$ cat src/rtl/frame_stream_ctrl.sv
// Frame streaming sequencer: source RAM -> prefetch FIFO -> pixel core (or bypass) -> destination RAM.
// Frame length, mode and counters are latched on start; the frame length is clamped to DEPTH.
module frame_stream_ctrl #(
   parameter int DW     = 8,
   parameter int DEPTH  = 76800,
   parameter int AW     = 17,
   parameter int FIFO_D = 4
) (
   input  logic          clk_i,
   input  logic          rst_i,
   input  logic          start_i,
   input  logic          bypass_i,
   input  logic [AW-1:0] frame_len_i,
   input  logic          abort_i,
   output logic          src_en_o,
   output logic [AW-1:0] src_addr_o,
   input  logic [DW-1:0] src_data_i,
   output logic          core_valid_o,
   output logic [DW-1:0] core_data_o,
   input  logic          core_ready_i,
   input  logic          res_valid_i,
   input  logic [DW-1:0] res_data_i,
   output logic          res_ready_o,
   output logic          dst_en_o,
   output logic          dst_we_o,
   output logic [AW-1:0] dst_addr_o,
   output logic [DW-1:0] dst_data_o,
   output logic          busy_o,
   output logic          done_o,
   output logic [AW-1:0] wr_count_o
);
   localparam int CW = AW + 1;
   localparam int PW = $clog2(FIFO_D);
   localparam int OW = $clog2(FIFO_D + 1);
   localparam int LW = OW + 1;

   typedef enum logic [1:0] {IDLE, RUN, DONE} state_e;

   state_e          state_q, state_d;
   logic [CW-1:0]   len_q, len_d;
   logic [CW-1:0]   rdCount_q, rdCount_d;
   logic [CW-1:0]   wrCount_q, wrCount_d;
   logic            bypass_q, bypass_d;
   logic            inflight_q, inflight_d;
   logic [DW-1:0]   fifoMem_q [FIFO_D];
   logic [PW-1:0]   wptr_q, rptr_q;
   logic [OW-1:0]   occ_q;

   logic            run, fifoValid, coreValid, resReady;
   logic            push, pop, rdEn, wrEn;
   logic [DW-1:0]   head, wrData;
   logic [LW-1:0]   level;
   logic [CW-1:0]   startLen;

   function automatic logic [PW-1:0] nextPtr(input logic [PW-1:0] p);
      return (p == PW'(FIFO_D - 1)) ? '0 : p + 1'b1;
   endfunction

   // Datapath steering; a read is only issued if its data is guaranteed a FIFO slot on arrival.
   always_comb begin
      run       = (state_q == RUN);
      fifoValid = (occ_q != '0);
      head      = fifoMem_q[rptr_q];
      coreValid = run && !bypass_q && fifoValid;
      resReady  = run && !bypass_q && (wrCount_q < len_q);
      if (bypass_q) begin
         pop    = run && fifoValid && (wrCount_q < len_q);
         wrEn   = pop;
         wrData = head;
      end else begin
         pop    = coreValid && core_ready_i;
         wrEn   = res_valid_i && resReady;
         wrData = res_data_i;
      end
      level = LW'(occ_q) - LW'(pop) + LW'(inflight_q);
      rdEn  = run && (rdCount_q < len_q) && (level < LW'(FIFO_D));
      push  = run && inflight_q && !abort_i;
   end

   // Next state uses the post-write count so done_o lands the cycle after the final write.
   always_comb begin
      state_d    = state_q;
      len_d      = len_q;
      bypass_d   = bypass_q;
      rdCount_d  = rdCount_q;
      wrCount_d  = wrCount_q;
      inflight_d = rdEn && !abort_i;
      startLen   = (CW'(frame_len_i) > CW'(DEPTH)) ? CW'(DEPTH) : CW'(frame_len_i);
      case (state_q)
         IDLE: begin
            if (start_i) begin
               len_d     = startLen;
               bypass_d  = bypass_i;
               rdCount_d = '0;
               wrCount_d = '0;
               state_d   = (startLen == '0) ? DONE : RUN;
            end
         end
         RUN: begin
            rdCount_d = rdCount_q + CW'(rdEn);
            wrCount_d = wrCount_q + CW'(wrEn);
            if (abort_i) begin
               state_d = IDLE;
            end else if (wrCount_d == len_q) begin
               state_d = DONE;
            end
         end
         DONE:    state_d = IDLE;
         default: state_d = IDLE;
      endcase
   end

   always_ff @(posedge clk_i or posedge rst_i) begin
      if (rst_i) begin
         state_q    <= IDLE;
         len_q      <= '0;
         bypass_q   <= 1'b0;
         rdCount_q  <= '0;
         wrCount_q  <= '0;
         inflight_q <= 1'b0;
      end else begin
         state_q    <= state_d;
         len_q      <= len_d;
         bypass_q   <= bypass_d;
         rdCount_q  <= rdCount_d;
         wrCount_q  <= wrCount_d;
         inflight_q <= inflight_d;
      end
   end

   // Prefetch FIFO; an abort flushes it so stale pixels never leak into the next frame.
   always_ff @(posedge clk_i or posedge rst_i) begin
      if (rst_i) begin
         wptr_q <= '0;
         rptr_q <= '0;
         occ_q  <= '0;
         for (int i = 0; i < FIFO_D; i++) begin
            fifoMem_q[i] <= '0;
         end
      end else if (run && abort_i) begin
         wptr_q <= '0;
         rptr_q <= '0;
         occ_q  <= '0;
      end else begin
         if (push) begin
            fifoMem_q[wptr_q] <= src_data_i;
            wptr_q            <= nextPtr(wptr_q);
         end
         if (pop) begin
            rptr_q <= nextPtr(rptr_q);
         end
         occ_q <= occ_q + OW'(push) - OW'(pop);
      end
   end

   assign src_en_o     = rdEn;
   assign src_addr_o   = rdCount_q[AW-1:0];
   assign core_valid_o = coreValid;
   assign core_data_o  = coreValid ? head : '0;
   assign res_ready_o  = resReady;
   assign dst_en_o     = wrEn;
   assign dst_we_o     = wrEn;
   assign dst_addr_o   = wrCount_q[AW-1:0];
   assign dst_data_o   = wrEn ? wrData : '0;
   assign busy_o       = run;
   assign done_o       = (state_q == DONE);
   assign wr_count_o   = wrCount_q[AW-1:0];

endmodule

$ cat config.mk
export PLATFORM = sky130hd
export DESIGN_NAME = frame_stream_ctrl
export DESIGN_NICKNAME = d
export VERILOG_FILES = /design/src/rtl/frame_stream_ctrl.sv
export SDC_FILE = /design/constraint.sdc
export NUM_CORES = 1
export LEC_CHECK = 0
export CORE_MARGIN = 3
export CORE_UTILIZATION = 35
export DETAILED_ROUTE_END_ITERATION = 7
export SETUP_SLACK_MARGIN = 0.3
export SYNTH_ARGS = -nofsm -noshare
export SYNTH_HDL_FRONTEND = slang
export SYNTH_SLANG_ARGS = --single-unit
$ cat constraint.sdc
create_clock -name clk_i -period 11.59 [get_ports clk_i]
set_input_delay 2.318 -clock clk_i [delete_from_list [all_inputs] [get_ports clk_i]]
set_output_delay 2.318 -clock clk_i [all_outputs]
set_load 0.05 [all_outputs]
### After elaboration in Yosys (flattened, before gate mapping)

Cells that the tools add are included.

* register bits after elaboration: 97
* latch bits: 0
* memory bits (writable): 0
* memory bits (read-only): 0
* bits of input ports: 40
* logic and storage cells: 91
* memories: 0

* add/sub/neg operators: 8
* $mul: 0
* div/mod/pow operators: 0
* $lt $le $gt $ge: 7
* equality and inequality tests: 7
* shift operators: 0
* mux-type cells: 27
* bitwise gates (word level): 3
* reduce and logical (&&, ||, !) cells: 26

Operator list (count)
* one-hot mux 18 bit (2 select lines): 2
* 2-to-1 mux 8 bit: 6
* adder 18 x 1 -> 18 bit: 2
* less-than comparator 18 bit: 2
* bitwise mux 32 bit: 1
* 2-to-1 mux 2 bit: 10
* == test 18 bit: 1
* logical NOT 18 bit: 1
* 2-to-1 mux 18 bit: 1
* > comparator 17 bit (second input constant): 1
* 2-to-1 mux 17 bit: 1
* binary-select mux 8 bit (select 2 bit): 1
* demux 8 bit (select 2 bit): 1
* logical AND 1 bit: 14
* AND reduction 2 bit: 4
* == test 2 bit (second input constant): 3
* greater-or-equal comparator 3 bit (second input constant): 2
* inverter 2 -> 3 bit: 2
* nonzero test 2 bit: 3
* adder 2 x 1 -> 2 bit (second input constant): 2
* adder 4 x 1 -> 4 bit: 1
* less-than comparator 4 x 3 -> 1 bit (second input constant): 1
* one-hot mux 2 bit (2 select lines): 1
* subtractor 3 x 1 -> 4 bit: 1
* other kinds (12): 14

### Logic depth before layout (Yosys ltp)

Gate-level depths: netlist of run 1.

* depth in word-level cells: 11
* mapped depth: 24
* mapped depth without buffers: 24

### Worst setup path before layout of run 1

Ideal clock, no wire load.

* kind: input to output
* from: input port core_ready_i
* to: output port src_en_o
* arrival time: 4696 ps
* data required time: 9272 ps
* slack: 4576 ps
* stages: 11
* buffers on the path: 0
* cell sequence: a211oi_1 inv_1 ha_1 inv_1 ha_1 and3b_1 nor3_1 a21oi_1 o21ai_0 nand3_1 a21oi_1

* longest elaborated chain between the ends: 6

Ends and longest elaborated chain
* start, declared: line 20 `input logic core_ready_i,`
* logical AND 1 bit: line 71 `pop = coreValid && core_ready_i;`
* 2-to-1 mux 1 bit: line 66 `if (bypass_q) begin`
* subtractor 3 x 1 -> 4 bit: line 75 `level = LW'(occ_q) - LW'(pop) + LW'(inflight_q);`
* adder 4 x 1 -> 4 bit: line 75
* less-than comparator 4 x 3 -> 1 bit: line 76 `rdEn = run && (rdCount_q < len_q) && (level < LW'(FIFO_D));`
* logical AND 1 bit: line 76
* end, declared: line 15 `output logic src_en_o,`

Every way passes these cells.

### Worst setup path after layout of run 1

Ends and elaborated chain as after synthesis.

==> results.cfg, run 1 <==
[critical_path]
r2r-end = rdCount_q[17]
slowest_stage = clkdlybuf4s50_1
critical_path.startpoint = core_ready_i
rr_worst_depth = 23
reg2reg_from = wrCount_q[7]
path_buf_inv = 4
path_cells = clkdlybuf4s50_1 -> a211oi_1 -> inv_1 -> ha_1 -> inv_1 -> ha_1 -> and3b_1 -> nor3_1 -> a21oi_1 -> o21ai_0 -> nand3_1 -> a21oi_1 -> clkdlybuf4s50_1
regToRegSetupSlack_ns = 6.30
crit_fanout = 4
crit_type = input pin to primary output
crit_required_ns = 9.27
cp-end-kind = primary output
crit_family = buffers and inverters
cp-start-kind = input pin
critPathMaxStageDelay_ns = 0.87
arrival_ns = 5.73

[cells_and_area]
layout_commonest_cell = clkdlybuf4s50_1
layout_common_cells = clkdlybuf4s50_1, dfrtp_1, nand2_1, ha_1, o21ai_0
fill_cells = 1716
fin_nets = 806
diodes = 0
final_util_pct = 43.41
syn2layout_area_growth_pct = 19.11
drive_gt1_share_pct = 10.93

[detailed_routing]
num_vias = 5090
wl_per_cell_um = 17.79
ant_nets = 0
wl_um = 16860
dr.pass1.iters = 5
via_per_inst = 5.369
drc = 0
drt_iter0_drc = 237

[clocking]
cts-resized-gates = 0
clkTransAtPathRegs_ns = 0.06
clockBufferDepth = 2
cts_inserted_buffers = 9
clock_latency_ns = 0.35
cts.repair_timing.setup_buffer_count = 0
cts_max_level = 3
cts_sinks = 96
clockRootBuffer = clkbuf_16
ctsHoldBuffers = 0
tritoncts = built

[timing]
setup_viol = 0
finalMaxSlewViolations = 0
finalSetupTns_ns = 0
fmax_mhz = 124.3
hold_violations = 0
fin_crit_ns = 8.046
post-route-period-util_pct = 69.42
tightest_slew_ns = 1.106
slew_headroom_pct = 24.37
rsz0062_at_grt = false
fin_skew_ns = 0.008695

[placed_design]
dp_hpwl_um = 12610
numPortBuffers = 113
place.gp.congestion = 0.8385

[synth]
synth_ff_type = dfrtp_1
ys_types = 66
async_flop_share_pct = 100.0
synth_nets = 754
ys_ff_latch = 96
ys_seq_area_share_pct = 37.33
synth_warnings = 0
syn_inst = 666
syn-cell-area_sq_um = 6435
synth_area_per_cell_sq_um = 9.662
synth_edf_count = 0

[power]
powerDensity_nw_per_um2 = 163.4
ir_drop_mv = 0.1250
p_leak_nw = 3.364

[flow_run]
max_cap_violations = 0

[min_path]
holdCritStartpoint = fifoMem_q[9]
worst_hold_path.num_cells = 1
min_to = fifoMem_q[9]
worst_hold_path_type = flop to flop

[global_route]
grt_remaining_overflow = 0
grt_antenna_before_repair = 0
grt_pass1_vias = 5278
grt_pass1_wl_um = 27790
grt_max_degree = 56
grt.total_usage_pct = 17.37

[die]
placementRows = 48
die_y_um = 141.6
dieArea_sq_um = 20050
io_pins = 114
core_area_sq_um = 17660
fp.dieW_um = 141.6
start_util_pct = 36.44

[status]
status = complete, no violations
[through the flow]
stage	power (mW)	hold WS (ns)	instances	cell area, sq um	setup slack, ns
3_3_place_gp	0.9506	0.4810	932	7391	3.730
2_1_floorplan	0.8345	0.4636	666	6435	4.576
5_1_grt	1.336	0.5259	948	7665	3.265
3_5_place_dp	0.9737	0.4868	932	7391	3.530
6_report	1.252	0.4994	948	7665	3.544
4_1_cts	1.267	0.5017	948	7665	3.501
[cells by family (layout without fill, tap and decap cells)]
kind of cell             Yosys count  after routing  synth area share, %
AND/OR/NAND/NOR                  198            198                16.14
AO/OA/AOI/OAI                    134            134                13.67
buffers and inverters            114            171                9.878
flip-flops                        96             96                37.33
multiplexers                      52             52                10.27
adder cells (fa/ha/maj)           48             48                9.450
XOR/XNOR                          24             24                3.267
[sequential cells by signal, summed over array words and instances (netlist names)]
register,count
inflight_q,1
wptr_q,2
occ_q,3
fifoMem_q,32
rdCount_q,18
len_q,17
bypass_q,1
state_q,2
wrCount_q,18
rptr_q,2
[final cells by class]
class,count,area [sq um],area share (%)
timing repair buffer,117,1161,15.15
sequential,96,2402,31.34
multi-input combinational,456,3402,44.38
clock buffer,11,242.7,3.167
clock inverter,5,31.28,0.4081
inverter,38,143.9,1.877
tap,225,281.5,3.673
[worst max path at each step]
stage	end	slack (ns)	depth (start not counted)
after floorplan	src_en_o	4.58	11
after global placement	src_en_o	3.73	13
after global routing	src_en_o	3.26	13
after detailed placement	src_en_o	3.53	13
final	src_en_o	3.54	13
after CTS	src_en_o	3.50	13
[report_power, final]
group	total, mW	switching, mW	internal (mW)
Sequential	0.475	0.0711	0.404
Combinational	0.490	0.275	0.215
Clock	0.287	0.136	0.151
[routing by layer]
metal / part of all wire (%) / GRT usage, % / up-vias
met5: 0 / 0 / -
met4: 0.95 / 3.131 / 0
met3: 5.7 / 4.617 / 15
met2: 49 / 29.73 / 132
met1: 44 / 22.39 / 2511
li1: - / - / 2432
[Yosys cell counts, types with 3 or more instances]
cell type	count	area share, %
a22oi_1	4	0.47
nand2b_1	4	0.39
nand3_1	31	2.4
nand3b_1	3	0.35
nor2b_1	4	0.39
o31ai_1	7	0.82
o21ai_0	43	3.3
xor2_1	11	1.5
mux4_2	8	2.8
and2_1	10	0.97
a211oi_1	5	0.58
a21o_1	7	0.82
clkbuf_1	18	1.0
o21ai_1	11	0.86
o21a_1	4	0.47
a21oi_1	17	1.3
nor3_1	11	0.86
mux2i_1	12	1.9
o22ai_1	5	0.49
or4_1	3	0.35
buf_4	54	6.3
mux2_2	32	5.6
a31oi_1	6	0.58
ha_1	47	9.1
inv_1	36	2.1
dfrtp_1	96	37
nor2_1	35	2.0
nand2_1	63	3.7
buf_2	4	0.31
xnor2_1	13	1.8
and3_1	5	0.49
o211ai_1	6	0.70
nand4_1	9	0.87
No activity file was read; power rests on OpenSTA's default activity.
==> run 2, diff against run 1 <==
==> constraint.sdc (replaced) <==
create_clock -name clk_i -period 7.7 [get_ports clk_i]
set_input_delay 1.54 -clock clk_i [delete_from_list [all_inputs] [get_ports clk_i]]
set_output_delay 1.54 -clock clk_i [all_outputs]
set_load 0.05 [all_outputs]
==> results.cfg, run 2 (synthesized netlist as in run 1, its figures left out) <==
[status]
status = complete, no violations

[cells_and_area]
final_area_sq_um = 7692
syn2layout_area_growth_pct = 19.54
drive_gt1_share_pct = 10.94
layout_common_cells = clkdlybuf4s50_1, dfrtp_1, nand2_1, ha_1, o21ai_0
layout_commonest_cell = clkdlybuf4s50_1
regMostFlops = fifoMem_q
diodes = 0
reg_top3 = fifoMem_q x32, rdCount_q x18, wrCount_q x18
fin_cells = 947
fin_nets = 805
largest_reg_flops = 32

[min_path]
holdCritStartpoint = fifoMem_q[11]
worst_hold_path_type = flop to flop

[global_route]
grt.total_usage_pct = 17.06
grt_remaining_overflow = 0
grt_pass1_vias = 5074
grt_max_degree = 73
grt_antenna_before_repair = 0
grt_pass1_wl_um = 27430

[critical_path]
crit_type = input pin to primary output
cp-start-kind = input pin
crit_fanout = 4
crit_required_ns = 6.16
crit_family = buffers and inverters
slowest_stage = clkdlybuf4s50_1
path_cells = clkdlybuf4s50_1 -> a211oi_1 -> inv_1 -> ha_1 -> inv_1 -> ha_1 -> and3b_1 -> nor3_1 -> a21oi_1 -> o21ai_0 -> nand3_1 -> a21oi_1 -> clkdlybuf4s50_1
arrival_ns = 4.85
cp-end-kind = primary output
critPathMaxStageDelay_ns = 0.87
critical_path.startpoint = core_ready_i
path_buf_inv = 4
reg2reg_from = wrCount_q[7]

[power]
power_mw = 1.926
ir_drop_mv = 0.1704
p_leak_nw = 3.372
powerDensity_nw_per_um2 = 250.4

[timing]
hold_violations = 0
finalSetupTns_ns = 0
finalMaxSlewViolations = 0
slew_headroom_pct = 35.88
post-route-period-util_pct = 83.03
tightest_slew_ns = 0.9375
worst_slack_ns = 1.307
fmax_mhz = 156.4
setup_viol = 0
fin_crit_ns = 6.393
fin_skew_ns = 0.009006
rsz0062_at_grt = false

[clocking]
cts_max_level = 3
clock_latency_ns = 0.36
cts_inserted_buffers = 9
ctsHoldBuffers = 0
clockBufferDepth = 2
clkTransAtPathRegs_ns = 0.07
clockRootBuffer = clkbuf_16
cts.repair_timing.setup_buffer_count = 0
cts_sinks = 96
tritoncts = built
cts-resized-gates = 0

[placed_design]
numPortBuffers = 113
dp_hpwl_um = 12590
place.gp.congestion = 0.8525
post-place-ws_ns = 1.271
placed_area_sq_um = 7383
dp.cells = 931

[detailed_routing]
dr.pass1.iters = 5
wl_per_cell_um = 17.63
wl_um = 16700
ant_nets = 0
via_per_inst = 5.284
drt_iter0_drc = 222
drc = 0
num_vias = 5004

[flow_run]
max_cap_violations = 0

[die]
dieArea_sq_um = 20050
placementRows = 48
die_y_um = 141.6
start_util_pct = 36.44
fp.dieW_um = 141.6
core_area_sq_um = 17660
io_pins = 114
[run 2: cell types whose count changed in the layout (fill, tap and decap cells not counted)]
cell       before  now
clkinv_2        4    1
inv_6           1    4
buf_4           4    3
bufinv_16       0    1
clkbuf_1        1    0
clkbuf_8        1    0
inv_8           0    1
[run 2: metal layers]
layer / vias to the layer above / global-route usage [%] / wire length (um)
met3: 14 / 3.876 / 963
met1: 2437 / 22.37 / 7347
li1: 2425 / - / -
met5: - / 0 / 0
met4: 0 / 3.889 / 177
met2: 128 / 28.83 / 8211
[run 2: cell type report]
cell class	instances	area (sq um)
clock buffer	9	225.2
clock inverter	7	83.83
fill	1718	9965
inverter	38	143.9
multi-input combinational	456	3402
sequential	96	2402
tap	225	281.5
timing repair buffer	116	1154
[run 2: through the flow]
step / hold slack [ns] / util (%)
2_1_floorplan: 0.4636 / -
3_3_place_gp: 0.4813 / 41.82
3_5_place_dp: 0.4870 / 41.82
4_1_cts: 0.5033 / 43.57
5_1_grt: 0.5173 / 43.57
6_report: 0.5046 / 43.57
[run 2: worst paths after layout]
check                                end  slack (ns)  depth (start not counted)
min reg2reg                fifoMem_q[11]        0.50                          1
max reg2reg                rdCount_q[17]        2.47                         23
min                        fifoMem_q[11]        0.50                          1
max in group asynchronous  wrCount_q[16]        4.91                          3
max                             src_en_o        1.31                         13
min in group asynchronous       occ_q[1]        1.50                          2
[run 2: power by group]
part / total [mW] / leakage [nW] / switching [mW] / internal, mW
Sequential: 0.714 / 1.29 / 0.106 / 0.608
Combinational: 0.731 / 1.93 / 0.408 / 0.322
Clock: 0.482 / 0.149 / 0.222 / 0.259
Total: 1.93 / 3.37 / 0.737 / 1.19
